===== src/rtl/g_macro_pkg.sv =====
// Shared constants and types for the registered mixed-polarity NOR macro family.
package g_macro_pkg;

  localparam int N_MAX  = 16;
  localparam int CH_MAX = 32;

  // Counter width able to hold FILT-1 with headroom for the compare.
  function automatic int filt_w(input int filt);
    return $clog2(filt + 1);
  endfunction

  // Widest counter any legal FILT (1..255) needs.
  localparam int CNT_W_MAX = 8;

  typedef struct packed {
    logic                 yn;
    logic [CNT_W_MAX-1:0] cnt;
  } flt_state_t;

endpackage


===== src/rtl/g_nor_flt_ch.sv =====
// One channel: masked N-input NOR, persistence filter, registered YN and change pulse.
module g_nor_flt_ch
  import g_macro_pkg::*;
#(
  parameter int   N      = 4,
  parameter int   FILT   = 1,
  parameter logic YN_RST = 1'b0
) (
  input  logic         clk,
  input  logic         srst,
  input  logic         ce,
  input  logic         clr,
  input  logic [N-1:0] d,
  input  logic [N-1:0] mask,
  output logic         yn,
  output logic         chg
);

  localparam logic [CNT_W_MAX-1:0] CNT_LAST = CNT_W_MAX'(FILT - 1);

  flt_state_t st_reg;
  flt_state_t st_next;
  logic       chg_reg;
  logic       chg_next;
  logic       raw;

  assign raw = ~|(d ^ mask);

  always_comb begin
    st_next  = st_reg;
    chg_next = 1'b0;
    if (clr) begin
      // A mask load restarts every partial count but leaves YN alone.
      st_next.cnt = '0;
    end else if (ce) begin
      if (raw == st_reg.yn) begin
        st_next.cnt = '0;
      end else if (st_reg.cnt == CNT_LAST) begin
        st_next.yn  = raw;
        st_next.cnt = '0;
        chg_next    = 1'b1;
      end else begin
        st_next.cnt = st_reg.cnt + 1'b1;
      end
    end
  end

  always_ff @(posedge clk) begin
    if (srst) begin
      st_reg.yn  <= YN_RST;
      st_reg.cnt <= '0;
      chg_reg    <= 1'b0;
    end else begin
      st_reg  <= st_next;
      chg_reg <= chg_next;
    end
  end

  assign yn  = st_reg.yn;
  assign chg = chg_reg;

endmodule


===== src/rtl/g_nnor_flt.sv =====
// CH-channel registered, deglitched mixed-polarity NOR decode.
// Define G_NNOR_RT_MASK_EN to add a run-time loadable inversion mask (MASK_LD/MASK_IN).
module g_nnor_flt
  import g_macro_pkg::*;
#(
  parameter int           N        = 4,
  parameter int           CH       = 1,
  parameter logic [N-1:0] INV_MASK = 4'b0111,
  parameter int           FILT     = 1,
  parameter logic         YN_RST   = 1'b0
) (
  input  logic          CLK,
  input  logic          RST,
  input  logic          CE,
  input  logic [CH*N-1:0] D,
`ifdef G_NNOR_RT_MASK_EN
  input  logic          MASK_LD,
  input  logic [N-1:0]  MASK_IN,
`endif
  output logic [CH-1:0] YN,
  output logic [CH-1:0] CHG
);

  logic [N-1:0] mask;
  logic         mask_ld;

`ifdef G_NNOR_RT_MASK_EN
  logic [N-1:0] mask_reg;

  // Load is honoured regardless of CE; only reset takes priority.
  always_ff @(posedge CLK) begin
    if (RST) begin
      mask_reg <= INV_MASK;
    end else if (MASK_LD) begin
      mask_reg <= MASK_IN;
    end
  end

  assign mask    = mask_reg;
  assign mask_ld = MASK_LD;
`else
  assign mask    = INV_MASK;
  assign mask_ld = 1'b0;
`endif

  for (genvar gi = 0; gi < CH; gi++) begin : g_ch
    g_nor_flt_ch #(
      .N      (N),
      .FILT   (FILT),
      .YN_RST (YN_RST)
    ) u_ch (
      .clk  (CLK),
      .srst (RST),
      .ce   (CE),
      .clr  (mask_ld),
      .d    (D[gi*N +: N]),
      .mask (mask),
      .yn   (YN[gi]),
      .chg  (CHG[gi])
    );
  end

endmodule


===== config.mk =====
export PLATFORM = sky130hd
export DESIGN_NAME = g_nnor_flt
export DESIGN_NICKNAME = d
export VERILOG_FILES = /design/src/rtl/g_macro_pkg.sv /design/src/rtl/g_nor_flt_ch.sv /design/src/rtl/g_nnor_flt.sv
export SDC_FILE = /design/constraint.sdc
export NUM_CORES = 1
export LEC_CHECK = 0
export CORE_UTILIZATION = 40
export DETAILED_ROUTE_END_ITERATION = 7
export HOLD_SLACK_MARGIN = 0.08
export SLEW_MARGIN = 15
export SYNTH_ARGS = -nofsm -noshare
export SYNTH_HDL_FRONTEND = slang
export SYNTH_SLANG_ARGS = --single-unit

===== constraint.sdc =====
create_clock -name CLK -period 2.91 [get_ports CLK]
set_input_delay 0.291 -clock CLK [delete_from_list [all_inputs] [get_ports CLK]]
set_output_delay 0.291 -clock CLK [all_outputs]
set_load 0.02 [all_outputs]

Yosys cells after proc, flatten, opt, wreduce, memory -nomap -nowiden
Cells that the tools add are included.
{"block": "op_classes", "addsub": 1, "eq_ne": 1, "muxes": 3, "bitwise_logic": 3, "reduce_logical": 5}
{"cell": "two-way mux 8 bit", "n": 2}
{"cell": "adder 8 x 1 -> 8 bit, second input constant", "n": 1}
{"cell": "zero test 8 bit", "n": 1}
{"cell": "OR reduction 4 bit", "n": 1}
{"cell": "inverter 3 bit", "n": 1}
{"cell": "AND reduction 3 bit", "n": 1}
{"cell": "OR reduction 3 bit", "n": 1}
{"cell": "inverter 1 bit", "n": 2}
{"cell": "== test 1 bit", "n": 1}
{"cell": "zero test 1 bit", "n": 1}
{"cell": "two-way mux 1 bit", "n": 1}
{"block": "word_totals", "register_bits": 10, "input_bits": 7, "out_inout_bits": 2, "wordCells": 16}

Depth between registers and ports, before layout
Gate-level depths: netlist of run 1.
{"block": "logic_depth", "word_depth": 6, "depth_mapped": 6, "ltp_nobuf": 6}

Cells and area by module
Synthesis of run 1 repeated with hierarchy kept, for this count alone.
{"block": "hier_totals", "hier_cells": 70, "area_unflattened_um2": 598.1}
{"module": "g_nor_flt_ch", "n_inst": 1, "cells_per_inst": 68, "area_per_inst_um2": 590.6, "seq_area_each_um2": 200.2}
{"module": "g_nnor_flt", "n_inst": 1, "cells_per_inst": 2, "area_per_inst_um2": 7.5, "seq_area_each_um2": 0.0}

Worst setup path before layout of run 1
OpenSTA, ideal clock, no wires.
{"block": "synth_path", "kind": "reg2reg", "startpoint": "reg g_ch[0].u_ch.st_reg[0] in the netlist's numbering", "endpoint": "reg g_ch[0].u_ch.st_reg[7] in the netlist's numbering", "setup_ns": 0.079, "arrival_time_ns": 1.278, "required_time_ns": 2.831, "setup_slack_ns": 1.553, "stages_incl_launch_ff": 7, "n_path_buf": 0, "period_less_slack_ns": 1.357, "cell_sequence": "dfxtp_1 > inv_1 > ha_1 > nor4b_4 > a21oi_2 > nand2_1 > o211ai_1"}
{"block": "synth_between", "elab_chain_cells": 3, "word_cells_on_any_way": 4, "classes_between": "add/sub: 1; mux: 2; reduce/logical: 1"}
{"item": "from (decl)", "line": "g_nor_flt_ch.sv:21", "text": "flt_state_t st_reg;"}
{"item": "from (signal assigned)", "line": "g_nor_flt_ch.sv:54", "text": "st_reg <= st_next;"}
{"item": "adder 8 x 1 -> 8 bit or zero test 8 bit (tied branches)", "line": "g_nor_flt_ch.sv:43, g_nor_flt_ch.sv:38"}
{"item": "two-way mux 8 bit *", "line": "g_nor_flt_ch.sv:38", "text": "end else if (st_reg.cnt == CNT_LAST) begin"}
{"item": "two-way mux 8 bit *", "line": "g_nor_flt_ch.sv:36", "text": "if (raw == st_reg.yn) begin"}
Every way passes the cells marked *; elsewhere a longest branch is shown, timed or not.
A chain may end at the register's enable or synchronous reset.

Worst setup path after layout of run 1
Same ends and word-level chain as after synthesis.

==> flow_summary.toml, run 1 <==
[setup_path]
worst-path-max-fanout = 7
required_ns = 3.11
cp-end-kind = "flop"
cp-start-kind = "flop"
path_class = "flop to flop"
arrival_ns = 1.77

[sta]
hold_viol_final = 0
whs_ns = 0.511
slew_viol_final = 0
period_needed_ns = 1.57
fin_crit_sh = 0.540
rsz0062_at_grt = "false"
fin_tns_setup_ns = 0
clock_skew_ns = 0.00214
setup_slack_ns = 1.34
fmax_mhz = 637
slew_headroom = 0.682
finalSetupViolCount = 0
worstMarginPinSlew_ns = 0.473

[global_route]
grt_pass1_vias = 434
grt.overflow.total = 0
grt_max_degree = 12
antenna_found_initial = 0
grt_pass1_wl_mm = 1.79
grt_usage = 0.175

[cells_and_area]
diodes = 0
layout-drive-gt1-share = 0.143
stdcell_count = 92
final_common_cell = "dfxtp_1"
final_area_um2 = 691
num-fill-cells = 124
layout.nets = 87
syn2layout_area_growth_pct = 23.5
largest_register_ff_count = 8
layout_common_cells = "dfxtp_1, nand2_1, clkdlybuf4s50_1"

[routing]
via_per_inst = 5.34
num_vias = 491
detail_route.wl_per_cell_um = 12.1
drc = 0
ant_nets = 0
wirelength_mm = 1.11
first_iter_violations = 9
drtPass1Iterations = 4

[floorplan]
rows = 13
initial_core_util = 0.430
die_h_um = 39.4
ios = 9
die_w_um = 39.4
coreArea_um2 = 1300
die-area_um2 = 1550

[clock_network]
cts.path.max_buffers = 2
ctsResizeCount = 0
path_clk_slew_ns = 0.07
clock_sinks = 10
cts_root_buf = "clkbuf_4"
h-tree-depth = 1
cts_made_buffers = 3
cts_hold_buf = 0
clock_latency_ns = 0.27
post_cts_buffers = 0
cts_tree = "done"

[logic_synthesis]
synth_area_per_cell_um2 = 8.60
yosysWarnings = 0
synthFlopType = "dfxtp_1"
synth_area_um2 = 559
syn_nets = 74
syn_inst = 65
ys_ff_latch = 10
synth_seq_area_share = 0.358
post_synth_num_cell_types = 31
async_flop_share = 0
synth_edf_count = 0

[place]
io_buffer_count = 8
place_ws_ns = 1.11
place_area_um2 = 654
post-dp-hpwl_um = 781
gp_congestion = 0.764
dp.cells = 88

[run]
drv_cap = 0

[power]
powerDensity_nw_per_um2 = 404
peakVddDrop_mv = 0.208
p_leak_uw = 0.000246

[outcome]
status = "completed"

[hold_path]
worstHoldPathType = "flop to flop"
[cells in the mapped netlist (all sizes together), types with 2 or more instances]
cell | instances | share of area
a31oi | 4 | 0.045
a21oi | 3 | 0.034
dfxtp | 10 | 0.36
inv | 3 | 0.020
or2 | 3 | 0.034
o21ai | 3 | 0.027
nand3 | 6 | 0.054
ha | 2 | 0.045
nor2 | 3 | 0.020
o211ai | 2 | 0.036
nand2 | 10 | 0.072
nand4 | 2 | 0.022
[through the flow]
| step | utilization | total power, µW |
|---|---|---|
| floorplan | - | 145 |
| global placement | 0.503 | 156 |
| detailed placement | 0.503 | 156 |
| CTS | 0.531 | 286 |
| global route | 0.531 | 291 |
| finish | 0.531 | 279 |
[cells by family after synthesis]
kind of cell,Yosys count,synth area share
mux,1,0.0179
xor+xnor,2,0.0313
buf+inv,4,0.0403
compound gates,14,0.170
fa+ha+maj,2,0.0447
simple gates,32,0.338
flops,10,0.358
[layout make-up]
type                    count  area [µm²]  area share
well taps                  15        18.8      0.0272
repair buffers              9        87.6       0.127
multi-input cells          51         337       0.487
clock buffers               4        36.3      0.0525
flip-flops and latches     10         200       0.290
inverters                   3        11.3      0.0163
[final timing paths]
| check | depth (start not counted) | startpoint | endpoint | slack, ns |
|---|---|---|---|---|
| worst max-delay path | 6 | g_ch[0].u_ch.st_reg[0] | g_ch[0].u_ch.st_reg[7] | 1.34 |
| worst max register to register | 6 | g_ch[0].u_ch.st_reg[0] | g_ch[0].u_ch.st_reg[7] | 1.34 |
| worst min-delay path | 2 | g_ch[0].u_ch.yn | g_ch[0].u_ch.yn | 0.51 |
| worst min register to register | 2 | g_ch[0].u_ch.yn | g_ch[0].u_ch.yn | 0.51 |
[critical path: stages, from the launching register on]
cell and delay (ns):
dfxtp_1 0.40, inv_1 0.08, ha_1 0.20, nor4b_4 0.14, a21oi_2 0.31, nand2_1 0.17, o211ai_1 0.19
[power breakdown]
group | switching (µW) | leakage, µW | internal, µW
clock network | 50.2 | 0.0000210 | 76.0
logic | 6.45 | 0.000145 | 9.59
registers | 0.0496 | 0.0000805 | 137
total | 56.7 | 0.000246 | 223
[layer usage]
metal,part of all wire,GRT usage,vias up
li1,-,-,261
met1,0.50,0.224,218
met2,0.43,0.267,12
met3,0.071,0.0852,0
met4,0,0.0259,0
met5,0,0,-
(Power assumes the default switching activity.)
==> run 2, diff against run 1 <==
Clock period 2.91 ns to 1.4 ns, I/O delays scaled along.
==> run 2 against run 1 <==
  * First-iteration DRC count increased by 89%
  * Sequential share of layout area decreased by 4.4 points
  * Setup slack got worse by 1.4 ns
  * Core utilization increased by 11 points
  * Combinational power increased to 2.7 times the previous value
  * Global-route usage increased by 2.4 points
  * Wire length increased by 26%
  * Sequential power increased by 110%
  * Highest routed layer is now met4
  * Fmax increased by 10%
  * Clock skew increased by 0.0013 ns
  * The run now ends with setup timing left
  * Flip-flop and latch count unchanged
  * Clock power increased by 56%
==> flow_summary.toml, run 2 (same netlist as run 1, synthesis figures left out) <==
[clock_network]
clock_sinks = 10
cts_root_buf = "clkbuf_4"
cts_tree = "done"
cts.path.max_buffers = 2
clock_latency_ns = 0.27
cts_made_buffers = 3
path_clk_slew_ns = 0.06
h-tree-depth = 1

[routing]
first_iter_violations = 17
via_per_inst = 5.50
drc = 0
wirelength_mm = 1.41
detail_route.wl_per_cell_um = 13.7
ant_nets = 0
num_vias = 567
drtPass1Iterations = 4

[power]
p_leak_uw = 0.000317
powerDensity_nw_per_um2 = 633
pwr-share-clk = 0.376
power_switching_uw = 114
p_int_uw = 410
sequentialPowerShare = 0.543
sw_frac_of_total = 0.218
peakVddDrop_mv = 0.412
p_comb_frac = 0.081

[hold_path]
worstHoldPathType = "flop to flop"

[global_route]
grt.overflow.total = 0
grt_pass1_vias = 473
grt_pass1_wl_mm = 2.00
antenna_found_initial = 0
grt_max_degree = 11
grt_usage = 0.198

[outcome]
status = "finished, violations left"
violations = "setup timing"

[place]
gp_congestion = 0.797
place_ws_ns = -0.268
io_buffer_count = 8
place_area_um2 = 729
post-dp-hpwl_um = 988

[cells_and_area]
final_area_um2 = 830
final_common_cell = "buf_4"
syn2layout_area_growth_pct = 48.3
num-fill-cells = 112
diodes = 0
largest_register_ff_count = 8
layout_common_cells = "buf_4, nand2_1, dfxtp_1, clkdlybuf4s50_1, nand3_1"
layout.nets = 99
layout-drive-gt1-share = 0.364

[floorplan]
coreArea_um2 = 1300
die_h_um = 39.4
die-area_um2 = 1550
die_w_um = 39.4
initial_core_util = 0.430
rows = 13
ios = 9

[sta]
period_needed_ns = 1.43
hold_viol_final = 0
fmax_mhz = 701
worstMarginPinSlew_ns = 0.291
clock_skew_ns = 0.00347
setup_slack_ns = -0.0258
whs_ns = 0.496
slew_viol_final = 0
finalSetupViolCount = 1
fin_crit_sh = 1.02
slew_headroom = 0.806
rsz0062_at_grt = "true"

[setup_path]
cp_slowest_cell = "dfxtp_2"
path_class = "flop to flop"
critPathBufInv = 2
worst-path-max-fanout = 4
cp_cell_sequence = "inv_2 -> ha_4 -> nor4b_4 -> buf_4 -> nand2_4 -> o31ai_2 -> a21oi_1"
arrival_ns = 1.58
cp-start-kind = "flop"
crit_family = "flip-flops"
slowest_delay_ns = 0.34
required_ns = 1.56
cp-end-kind = "flop"

[run]
drv_cap = 0
==> run 2: path summary, 6_finish.rpt <==
path | endpoint | startpoint | cells past startpoint | slack [ns]
setup / recovery | g_ch[0].u_ch.yn | g_ch[0].u_ch.st_reg[1] | 7 | -0.03
hold / removal | g_ch[0].u_ch.yn | g_ch[0].u_ch.yn | 2 | 0.50
setup reg to reg | g_ch[0].u_ch.yn | g_ch[0].u_ch.st_reg[1] | 7 | -0.03
hold reg to reg | g_ch[0].u_ch.yn | g_ch[0].u_ch.yn | 2 | 0.50
==> run 2: final cells by class <==
type	count	area, µm²	share of cell area
timing repair buffer	21	184	0.222
inverter	3	11.3	0.0136
sequential	10	204	0.246
clock buffer	3	22.5	0.0271
multi-input combinational	51	389	0.469
tap	15	18.8	0.0226
==> run 2: metrics by stage <==
stage / total power, µW / cells / TNS (ns) / utilization
after floorplan: 302 / 65 / 0 / -
after detailed placement: 330 / 98 / -1.94 / 0.561
after CTS: 525 / 101 / 0 / 0.580
after global placement: 330 / 98 / -1.27 / 0.561
after global routing: 545 / 103 / -0.154 / 0.638
final: 525 / 103 / -0.0258 / 0.638
==> run 2: per-layer routing <==
| layer | share of wire | global-route usage | vias up |
|---|---|---|---|
| li1 | - | - | 285 |
| met3 | 0.068 | 0.0568 | 3 |
| met1 | 0.43 | 0.251 | 258 |
| met4 | 0.016 | 0.103 | 0 |
| met2 | 0.48 | 0.300 | 21 |
| met5 | 0 | 0 | - |
==> run 2: repair_timing <==
item                                    4_1_cts  5_1_grt
buffers inserted                              0        1
hold endpoints to repair                      0        0
cloned                                        0        1
resized for setup                             1       16
pin swaps                                     0        6
hold buffers                                  0        0
endpoints found under the setup margin        1        8
==> run 2: power groups by stage <==
| stage | logic [µW] | registers [µW] | clock network (µW) |
|---|---|---|---|
| detailed placement | 38.4 | 291 | 0 |
| finish | 42.5 | 285 | 197 |
| CTS | 38.5 | 285 | 202 |
| floorplan | 9.94 | 292 | 0 |
| global placement | 38.4 | 291 | 0 |
| global route | 45.7 | 284 | 215 |
==> run 2: tightest hold or removal path, stage by stage, from the launching register on <==
cell and delay [ns]:
dfxtp_1 0.34, o31ai_2 0.06, a21oi_1 0.05
==> run 3, diff against run 2 <==
Settings changed: ABC_CLOCK_PERIOD_IN_PS set to 1400, HOLD_SLACK_MARGIN 0.08 to not set.
==> results of run 3 <==
No change in the layout: final DEF, timing and power equal those of run 2.
